--- config.mk ---
export PLATFORM = sky130hd
export DESIGN_NAME = bxu_io_hub_flat
export DESIGN_NICKNAME = d
export VERILOG_FILES = /design/src/rtl/bxu_io_hub_if.sv /design/src/rtl/bxu_io_hub.sv /design/src/flat_wrapper.sv
export SDC_FILE = /design/constraint.sdc
export NUM_CORES = 1
export LEC_CHECK = 0
export CAP_MARGIN = 20
export CORE_MARGIN = 2
export CORE_UTILIZATION = 55
export CTS_BUF_LIST = sky130_fd_sc_hd__clkbuf_16
export DETAILED_ROUTE_END_ITERATION = 8
export PLACE_DENSITY = 0.76
export SYNTH_ARGS = -nofsm -noshare
export SYNTH_HDL_FRONTEND = slang
export SYNTH_SLANG_ARGS = --single-unit
--- constraint.sdc ---
create_clock -name clk -period 3.5 [get_ports clk]
set_input_delay 0.7 -clock clk [delete_from_list [all_inputs] [get_ports clk]]
set_output_delay 0.7 -clock clk [all_outputs]
set_load 0.05 [all_outputs]
--- src/rtl/bxu_io_hub_if.sv ---
// Core-side io handshake of the bxu io hub: channel select, input (RX) path
// towards the core and output (TX) path from the core.
interface bxu_io_hub_if #(
  parameter int DATA_BITWIDTH = 8,
  parameter int CH_BITWIDTH   = 1
);
  logic [CH_BITWIDTH-1:0]   io_ch_sel;
  logic [DATA_BITWIDTH-1:0] io_input_data;
  logic                     io_input_ready;
  logic                     io_input_done;
  logic [DATA_BITWIDTH-1:0] io_output_data;
  logic                     io_output_ready;
  logic                     io_output_done;

  // The core drives selection, consumption and outgoing bytes.
  modport master (
    output io_ch_sel,
    output io_input_done,
    output io_output_data,
    output io_output_ready,
    input  io_input_data,
    input  io_input_ready,
    input  io_output_done
  );

  // The hub presents RX heads and acknowledges accepted bytes.
  modport slave (
    input  io_ch_sel,
    input  io_input_done,
    input  io_output_data,
    input  io_output_ready,
    output io_input_data,
    output io_input_ready,
    output io_output_done
  );
endinterface

--- src/rtl/bxu_io_hub.sv ---
// Multi-channel byte buffer between the bxu core io handshake and CHANNELS
// external byte-stream devices. Each channel owns an RX FIFO (device to core)
// and a TX FIFO (core to device). The core handshake pops on the rising edge
// of io_input_done only, and pushes through a lockout FSM so a level-holding
// core is accepted exactly once per io_output_ready assertion.
module bxu_io_hub #(
  parameter int DATA_BITWIDTH = 8,
  parameter int CHANNELS      = 2,
  parameter int CH_BITWIDTH   = 1,
  parameter int FIFO_DEPTH    = 4
) (
  input  logic                              clk,
  input  logic                              rst,
  bxu_io_hub_if.slave                       io,
  input  logic [CHANNELS-1:0]               rx_valid,
  input  logic [CHANNELS*DATA_BITWIDTH-1:0] rx_data,
  output logic [CHANNELS-1:0]               rx_ready,
  output logic [CHANNELS-1:0]               tx_valid,
  output logic [CHANNELS*DATA_BITWIDTH-1:0] tx_data,
  input  logic [CHANNELS-1:0]               tx_ready,
  output logic [CHANNELS-1:0]               rx_empty,
  output logic [CHANNELS-1:0]               tx_full
);
  localparam int PTR_W = (FIFO_DEPTH > 1) ? $clog2(FIFO_DEPTH) : 1;
  localparam int CNT_W = PTR_W + 1;
  localparam logic [CNT_W-1:0] FULL_CNT = CNT_W'(FIFO_DEPTH);

  typedef enum logic [1:0] {
    IDLE,
    DONE,
    WAIT_LOW
  } out_state_t;

  out_state_t state_q, state_d;

  logic [DATA_BITWIDTH-1:0] rx_mem [CHANNELS][FIFO_DEPTH];
  logic [DATA_BITWIDTH-1:0] tx_mem [CHANNELS][FIFO_DEPTH];
  logic [PTR_W-1:0]         rx_wr_ptr [CHANNELS];
  logic [PTR_W-1:0]         rx_rd_ptr [CHANNELS];
  logic [PTR_W-1:0]         tx_wr_ptr [CHANNELS];
  logic [PTR_W-1:0]         tx_rd_ptr [CHANNELS];
  logic [CNT_W-1:0]         rx_count  [CHANNELS];
  logic [CNT_W-1:0]         tx_count  [CHANNELS];

  logic                     done_prev;
  logic [CHANNELS-1:0]      sel_onehot;
  logic                     sel_valid;
  logic [DATA_BITWIDTH-1:0] sel_rx_head;
  logic                     sel_rx_nonempty;
  logic                     sel_tx_full;
  logic                     core_pop;
  logic                     accept;
  logic                     out_done;
  logic [CHANNELS-1:0]      rx_push, rx_pop, tx_push, tx_pop;

  // Per-channel status, forced to the idle pattern while reset is held.
  always_comb begin
    rx_ready = '0;
    rx_empty = '1;
    tx_valid = '0;
    tx_full  = '0;
    tx_data  = '0;
    for (int i = 0; i < CHANNELS; i++) begin
      rx_ready[i] = !rst && (rx_count[i] != FULL_CNT);
      rx_empty[i] = rst || (rx_count[i] == '0);
      tx_valid[i] = !rst && (tx_count[i] != '0);
      tx_full[i]  = !rst && (tx_count[i] == FULL_CNT);
      tx_data[i*DATA_BITWIDTH +: DATA_BITWIDTH] = tx_mem[i][tx_rd_ptr[i]];
    end
  end

  // Decode io_ch_sel; an out-of-range select matches no channel at all.
  always_comb begin
    sel_onehot      = '0;
    sel_rx_head     = '0;
    sel_rx_nonempty = 1'b0;
    sel_tx_full     = 1'b0;
    for (int i = 0; i < CHANNELS; i++) begin
      if (io.io_ch_sel == CH_BITWIDTH'(i)) begin
        sel_onehot[i]   = 1'b1;
        sel_rx_head     = rx_mem[i][rx_rd_ptr[i]];
        sel_rx_nonempty = (rx_count[i] != '0);
        sel_tx_full     = (tx_count[i] == FULL_CNT);
      end
    end
  end

  assign sel_valid         = |sel_onehot;
  assign io.io_input_ready = !rst && sel_rx_nonempty;
  assign io.io_input_data  = sel_rx_head;
  assign io.io_output_done = out_done;

  assign core_pop = io.io_input_done && !done_prev && io.io_input_ready;
  assign accept   = (state_q == IDLE) && io.io_output_ready && sel_valid && !sel_tx_full;
  assign rx_push  = rx_valid & rx_ready;
  assign rx_pop   = core_pop ? sel_onehot : '0;
  assign tx_push  = accept ? sel_onehot : '0;
  assign tx_pop   = tx_valid & tx_ready;

  // FIFO pointers and occupancy; simultaneous push and pop leave the count alone.
  always_ff @(posedge clk) begin
    if (rst) begin
      for (int i = 0; i < CHANNELS; i++) begin
        rx_wr_ptr[i] <= '0;
        rx_rd_ptr[i] <= '0;
        tx_wr_ptr[i] <= '0;
        tx_rd_ptr[i] <= '0;
        rx_count[i]  <= '0;
        tx_count[i]  <= '0;
      end
    end else begin
      for (int i = 0; i < CHANNELS; i++) begin
        if (rx_push[i]) rx_wr_ptr[i] <= rx_wr_ptr[i] + PTR_W'(1);
        if (rx_pop[i])  rx_rd_ptr[i] <= rx_rd_ptr[i] + PTR_W'(1);
        if (tx_push[i]) tx_wr_ptr[i] <= tx_wr_ptr[i] + PTR_W'(1);
        if (tx_pop[i])  tx_rd_ptr[i] <= tx_rd_ptr[i] + PTR_W'(1);
        if (rx_push[i] && !rx_pop[i]) rx_count[i] <= rx_count[i] + CNT_W'(1);
        if (!rx_push[i] && rx_pop[i]) rx_count[i] <= rx_count[i] - CNT_W'(1);
        if (tx_push[i] && !tx_pop[i]) tx_count[i] <= tx_count[i] + CNT_W'(1);
        if (!tx_push[i] && tx_pop[i]) tx_count[i] <= tx_count[i] - CNT_W'(1);
      end
    end
  end

  // FIFO storage; contents need no reset because the pointers define validity.
  always_ff @(posedge clk) begin
    for (int i = 0; i < CHANNELS; i++) begin
      if (rx_push[i]) rx_mem[i][rx_wr_ptr[i]] <= rx_data[i*DATA_BITWIDTH +: DATA_BITWIDTH];
      if (tx_push[i]) tx_mem[i][tx_wr_ptr[i]] <= io.io_output_data;
    end
  end

  // Remember last io_input_done level and advance the output FSM.
  always_ff @(posedge clk) begin
    if (rst) begin
      done_prev <= 1'b0;
      state_q   <= IDLE;
    end else begin
      done_prev <= io.io_input_done;
      state_q   <= state_d;
    end
  end

  // Output FSM: accept once, pulse done, then wait for the core to drop ready.
  always_comb begin
    state_d  = state_q;
    out_done = 1'b0;
    case (state_q)
      IDLE: begin
        if (accept) state_d = DONE;
      end
      DONE: begin
        out_done = !rst;
        state_d  = WAIT_LOW;
      end
      WAIT_LOW: begin
        if (!io.io_output_ready) state_d = IDLE;
      end
      default: state_d = IDLE;
    endcase
  end
endmodule

--- src/flat_wrapper.sv ---
// flat-port wrapper written by rule: the top's interface ports become plain ports
module bxu_io_hub_flat 
#(
  parameter int DATA_BITWIDTH = 8,
  parameter int CHANNELS      = 2,
  parameter int CH_BITWIDTH   = 1,
  parameter int FIFO_DEPTH    = 4
)
  (clk, rst, rx_valid, rx_data, rx_ready, tx_valid, tx_data, tx_ready, rx_empty, tx_full, io_io_ch_sel, io_io_input_done, io_io_output_data, io_io_output_ready, io_io_input_data, io_io_input_ready, io_io_output_done);
  bxu_io_hub_if #(.DATA_BITWIDTH(DATA_BITWIDTH), .CH_BITWIDTH(CH_BITWIDTH)) io_i ();
  input  logic clk;
  input  logic rst;
  input  logic [CHANNELS-1:0] rx_valid;
  input  logic [CHANNELS*DATA_BITWIDTH-1:0] rx_data;
  output logic [CHANNELS-1:0] rx_ready;
  output logic [CHANNELS-1:0] tx_valid;
  output logic [CHANNELS*DATA_BITWIDTH-1:0] tx_data;
  input  logic [CHANNELS-1:0] tx_ready;
  output logic [CHANNELS-1:0] rx_empty;
  output logic [CHANNELS-1:0] tx_full;
  input wire logic [$bits(io_i.io_ch_sel)-1:0] io_io_ch_sel;
  input wire logic [$bits(io_i.io_input_done)-1:0] io_io_input_done;
  input wire logic [$bits(io_i.io_output_data)-1:0] io_io_output_data;
  input wire logic [$bits(io_i.io_output_ready)-1:0] io_io_output_ready;
  output wire logic [$bits(io_i.io_input_data)-1:0] io_io_input_data;
  output wire logic [$bits(io_i.io_input_ready)-1:0] io_io_input_ready;
  output wire logic [$bits(io_i.io_output_done)-1:0] io_io_output_done;
  assign io_i.io_ch_sel = io_io_ch_sel;
  assign io_i.io_input_done = io_io_input_done;
  assign io_i.io_output_data = io_io_output_data;
  assign io_i.io_output_ready = io_io_output_ready;
  assign io_io_input_data = io_i.io_input_data;
  assign io_io_input_ready = io_i.io_input_ready;
  assign io_io_output_done = io_i.io_output_done;
  bxu_io_hub #(.DATA_BITWIDTH(DATA_BITWIDTH), .CHANNELS(CHANNELS), .CH_BITWIDTH(CH_BITWIDTH), .FIFO_DEPTH(FIFO_DEPTH)) u_core (.clk(clk), .rst(rst), .io(io_i), .rx_valid(rx_valid), .rx_data(rx_data), .rx_ready(rx_ready), .tx_valid(tx_valid), .tx_data(tx_data), .tx_ready(tx_ready), .rx_empty(rx_empty), .tx_full(tx_full));
endmodule
# [After elaboration in Yosys (flattened, before gate mapping)]
# Memories as Yosys holds them, arrays and structs flattened.
# Index checks and enable logic that the tools add are counted.
[classes] n_addsub=16 reduce_logical=47 eq_ne=8 muxes=104 n_bitwise=26 magnitude_cmp=12
[ops] cell="$mux 32" n=6
[ops] cell="$mux 8" n=13
[ops] cell="$bmux 8 s2" n=4
[ops] cell="$demux 8 s2" n=4
[ops] cell="$mux 1" n=56
[ops] cell="$reduce_or 32->1" n=1
[ops] cell="$ge 3x3->1 const B" n=8
[ops] cell="$logic_and 1x1->1" n=24
[ops] cell="$mux 2" n=12
[ops] cell="$mux 3" n=8
[ops] cell="$not 2->3" n=8
[ops] cell="$add 2x1->2 const B" n=8
[ops] cell="$or 1x1->1" n=16
[ops] cell="$add 3x1->3 const B" n=4
[ops] cell="$lt 3x1->1 const B" n=4
[ops] cell="$reduce_bool 3->1" n=4
[ops] cell="$sub 3x1->3 const B" n=4
[ops] cell="$logic_not 1->1" n=11
[ops] cell="$eq 3x3->1 const B" n=2
[ops] cell="$logic_not 3->1" n=2
[ops] cell="$ne 3x3->1 const B" n=2
[ops] cell="$pmux 2 s3" n=1
[ops] cell="$and 2x2->2" n=2
[ops] cell="$eq 2x1->1 const B" n=1
[ops] cell="7 further kinds" n=8
[word_totals] inputBits=33 mem_bits_rw=156 mem_count=8 output_inout_bits=34 ff_bits=3
[mem_list] memory="u_core.rx_mem" depth=2 width=32 rd=2 rd_clocked_by_memory_dff=0 write_ports=2 line_no="bxu_io_hub.sv:36" source="logic [DATA_BITWIDTH-1:0] rx_mem [CHANNELS][FIFO_DEPTH];"
[mem_list] memory="u_core.tx_mem" depth=2 width=32 rd=2 rd_clocked_by_memory_dff=0 write_ports=1 line_no="bxu_io_hub.sv:37" source="logic [DATA_BITWIDTH-1:0] tx_mem [CHANNELS][FIFO_DEPTH];"
[mem_list] memory="u_core.rx_count" depth=2 width=3 rd=2 rd_clocked_by_memory_dff=0 write_ports=2 line_no="bxu_io_hub.sv:42" source="logic [CNT_W-1:0] rx_count [CHANNELS];"
[mem_list] memory="u_core.tx_count" depth=2 width=3 rd=2 rd_clocked_by_memory_dff=0 write_ports=2 line_no="bxu_io_hub.sv:43" source="logic [CNT_W-1:0] tx_count [CHANNELS];"
[mem_list] memory="u_core.rx_rd_ptr" depth=2 width=2 rd=2 rd_clocked_by_memory_dff=0 write_ports=2 line_no="bxu_io_hub.sv:39" source="logic [PTR_W-1:0] rx_rd_ptr [CHANNELS];"
[mem_list] memory="u_core.rx_wr_ptr" depth=2 width=2 rd=2 rd_clocked_by_memory_dff=0 write_ports=2 line_no="bxu_io_hub.sv:38" source="logic [PTR_W-1:0] rx_wr_ptr [CHANNELS];"
[mem_list] memory="+2 memories"

# [Depth between registers and ports, before layout]
# Gate-level depths: netlist of run 1.
[depth] word_depth=12 mapped_depth=8 ltp_nobuf=7

# [Least setup slack after synthesis of run 1]
# No wires, ideal clock.
[synth_path] kind="input -> output" from="input rst" to="output io_io_input_ready" path_slack_ns=0.647 path_buffers=2 path_stages=3 arrival_time_ns=2.153 required_time_ns=2.800 path_cell_list="clkbuf_1 > clkbuf_1 > nor3_1"
[synth_between] elab_chain_cells=2
[synth_rtl] item="start: declaration" line_no="flat_wrapper.sv:12" source="input logic rst;"
[synth_rtl] item="$logic_not 1->1" line_no="bxu_io_hub.sv:89" source="assign io.io_input_ready = !rst && sel_rx_nonempty;"
[synth_rtl] item="$logic_and 1x1->1" line_no="bxu_io_hub.sv:89"
[synth_rtl] item="end: declaration" line_no="flat_wrapper.sv:26" source="output wire logic [$bits(io_i.io_input_ready)-1:0] io_io_input_ready;"
# Every way passes these cells.

==> impl_metrics.tcl, run 1 <==
set metrics [dict create \
    status "complete, no violations" \
    drive_gt1_frac 0.209 \
    timing.critical_path.buf_inv 1 \
    final_cell_count_no_fill 666 \
    setup.worst_path.end_class "output pin" \
    routed_wirelength_um 12100 \
    boundaryPins 67 \
    dr_total_vias 3662 \
    total_number_of_placement_rows 41 \
    synthesis.area_um2 6960 \
    drt_first_iter_violations 228 \
    cts_sink_count 159 \
    critPathArrivalTime_ps 2500 \
    clockBufferDepth 2 \
    grt_max_degree 24 \
    hp-class "flip-flop to flip-flop" \
    grt.overflow.total 0 \
    cts_tree "yes" \
    cts_buffers 17 \
    total_drc_errors_in_the_routed_layout 0 \
    crit_required_ps 2800 \
    start_util 0.559 \
    ctsResizeCount 0 \
    synth_flop_cell "edfxtp_1" \
    synthesis.instances 411 \
    pwr_density_cell_nw_per_um2 685 \
    critical_path.cell_chain "mux4_2 > clkdlybuf4s50_1" \
    layout_commonest_cell "edfxtp_1" \
    synth_async_sr_flop_share 0 \
    power.static_leakage_nw 2.96 \
    crit_path_max_fanout 10 \
    cell_count_after_placement 634 \
    critical_path.startpoint_type "flip-flop" \
    antenna_violating_nets_post_route 0 \
    gpl.final_weighted_congestion 0.835 \
    num-fill-cells 826 \
    synthesis.yosys.warnings 0 \
    final.setup.tns_ps 0 \
    netlist-cell-type-count 47 \
    cpMaxStageDelayCell "edfxtp_1" \
    grt_setup_unrepaired "no" \
    max_freq_ghz 0.312 \
    htreeDepth 4 \
    cts_root_buf "clkbuf_16" \
    multiInputGateArea_um2 2050 \
    post_synth_edffs 156 \
    timing_worst_slew_pin_value_ps 745 \
    slew_headroom 0.498 \
    critical_setup_path_class "flip-flop to output pin" \
    postCtsHoldBufs 0 \
    cap_viol_max_count 0 \
    core_region_area_um2 12500 \
    worst_clock_skew_ps 4.56 \
    first_pass_iters 4 \
    antenna_cells 0 \
    grt_antenna_before_repair 0 \
    final-max-slew-violation-count 0 \
    post_synthesis_area_per_instance_um2 16.9 \
    first_global_vias 3577 \
    die-area_um2 13600 \
    period_needed_ps 3200 \
    die_w_um 117 \
    total_setup_violations_reported_at_the_end_of_the_flow 0 \
    post-cts-setup-buffers 0 \
    syn2layout_area_growth_pct 22.4 \
    synthesis.nets 468 \
    synth.ff_latch_count 159 \
    hold_viol 0 \
    detail_route.wl_per_cell_um 18.2 \
    clock_pin_slew_worst_setup_and_hold_paths_ps 60 \
    layout_common_cells "edfxtp_1, clkdlybuf4s50_1, mux4_2" \
    worst_ir_drop_vdd_uv 465 \
    globalRouteTotalUtil 0.195 \
    storage_cell_area_um2 4740 \
    portBuffers 66 \
    insertion_delay_ps 420 \
    num-nets-final 538 \
    viasPerCell 5.50 \
    ys_seq_area_frac 0.681 \
    min_period_over_period 0.915 \
    grt_first_pass_wirelength_um 18900 \
    die_h_um 117 \
    critPathTopFamily "flip-flops" \
    slowest_cell_delay_on_critical_path_ps 740 \
    dp_hpwl_um 8260 \
]
kinds of logic after synthesis:
kind of cell | Yosys count | synth area share
AND/OR/NAND/NOR | 107 | 0.0889
XOR/XNOR | 10 | 0.0126
flip-flops | 159 | 0.681
adder cells (fa/ha/maj) | 24 | 0.0453
buffers and inverters | 40 | 0.0235
AO/OA/AOI/OAI | 31 | 0.0318
multiplexers | 40 | 0.116
power breakdown:
part / switching [mW] / internal [mW]
logic: 0.908 / 0.707
registers: 0.184 / 2.32
clock network: 0.733 / 0.986
per-layer routing:
metal / track usage / part of all wire / vias up
met3: 0.0519 / 0.053 / 18
met1: 0.266 / 0.44 / 1821
met4: 0.0714 / 0.016 / 0
li1: - / - / 1714
met5: 0 / 0 / -
met2: 0.307 / 0.49 / 109
worst paths after layout:
check | start | slack (ps) | to | cells past startpoint
worst max-delay path | u_core.tx_rd_ptr[0][2] | 300 | tx_data[9] | 2
worst min-delay path | u_core.state_q[1] | 500 | u_core.state_q[1] | 2
worst max register to register | u_core.tx_count[0][1] | 760 | u_core.tx_count[0][2] | 7
worst min register to register | u_core.state_q[1] | 500 | u_core.state_q[1] | 2
through the flow:
step / setup slack, ps / area (µm²) / util / hold WS (ps) / total power, mW
after detailed placement: 291 / 7960 / 0.639 / 486 / 4.16
after global placement: 412 / 7960 / 0.639 / 484 / 4.11
final: 296 / 8520 / 0.684 / 499 / 5.84
after global routing: 186 / 8520 / 0.684 / 528 / 6.09
after CTS: 268 / 8520 / 0.684 / 498 / 5.87
after floorplan: 647 / 6960 / - / 467 / 3.58
Yosys cell counts (2+ instances only):
library cell,instances,share of area
inv_1,22,0.012
nor2b_1,6,0.0054
ha_1,22,0.040
xor2_1,2,0.0025
or2_2,4,0.0036
and3_1,4,0.0036
mux2_2,8,0.013
nor2_1,26,0.014
nand3b_1,3,0.0032
or3b_1,2,0.0025
and3b_1,2,0.0025
a21oi_1,8,0.0058
o22ai_1,3,0.0027
a211oi_2,2,0.0036
nand2_1,11,0.0059
o211ai_1,4,0.0043
buf_1,5,0.0027
xnor2_1,8,0.010
dfxtp_1,3,0.0086
and2_1,19,0.017
edfxtp_1,156,0.67
nor4_1,4,0.0036
clkbuf_1,7,0.0038
mux4_2,32,0.10
or3_1,5,0.0045
nand2b_1,11,0.0099
buf_2,5,0.0036
a21o_1,4,0.0043
fa_1,2,0.0058
nor3_1,4,0.0029
tightest hold or removal path, cell delays in order (launching register included):
cell      delay (ps)
dfxtp_1          320
nand3b_1          80
a21oi_1           60
registers in the layout, summed over array words and instances, names as in the netlist:
name,cells
u_core.tx_count,6
u_core.rx_rd_ptr,4
u_core.rx_wr_ptr,4
u_core.state_q,2
u_core.rx_mem,64
u_core.tx_rd_ptr,4
u_core.rx_count,6
u_core.done_prev,1
u_core.tx_mem,64
u_core.tx_wr_ptr,4
cell type report:
cell class              count  area share
clock buffers              17      0.0499
clock inverters            15      0.0160
inverters                  22     0.00969
multi-input cells         212       0.241
flip-flops and latches    159       0.557
well taps                 172      0.0253
repair buffers             69       0.101
Note: power is estimated with default switching activity, not from simulation.
==> run 2: changes to the inputs <==
--- a/config.mk
+++ b/config.mk
@@ -11,6 +11,7 @@
 export CTS_BUF_LIST = sky130_fd_sc_hd__clkbuf_16
 export DETAILED_ROUTE_END_ITERATION = 8
 export PLACE_DENSITY = 0.76
+export SLEW_MARGIN = 10
 export SYNTH_ARGS = -nofsm -noshare
 export SYNTH_HDL_FRONTEND = slang
 export SYNTH_SLANG_ARGS = --single-unit
==> results of run 2 <==
No change in the layout: final DEF, timing and power equal those of run 1.
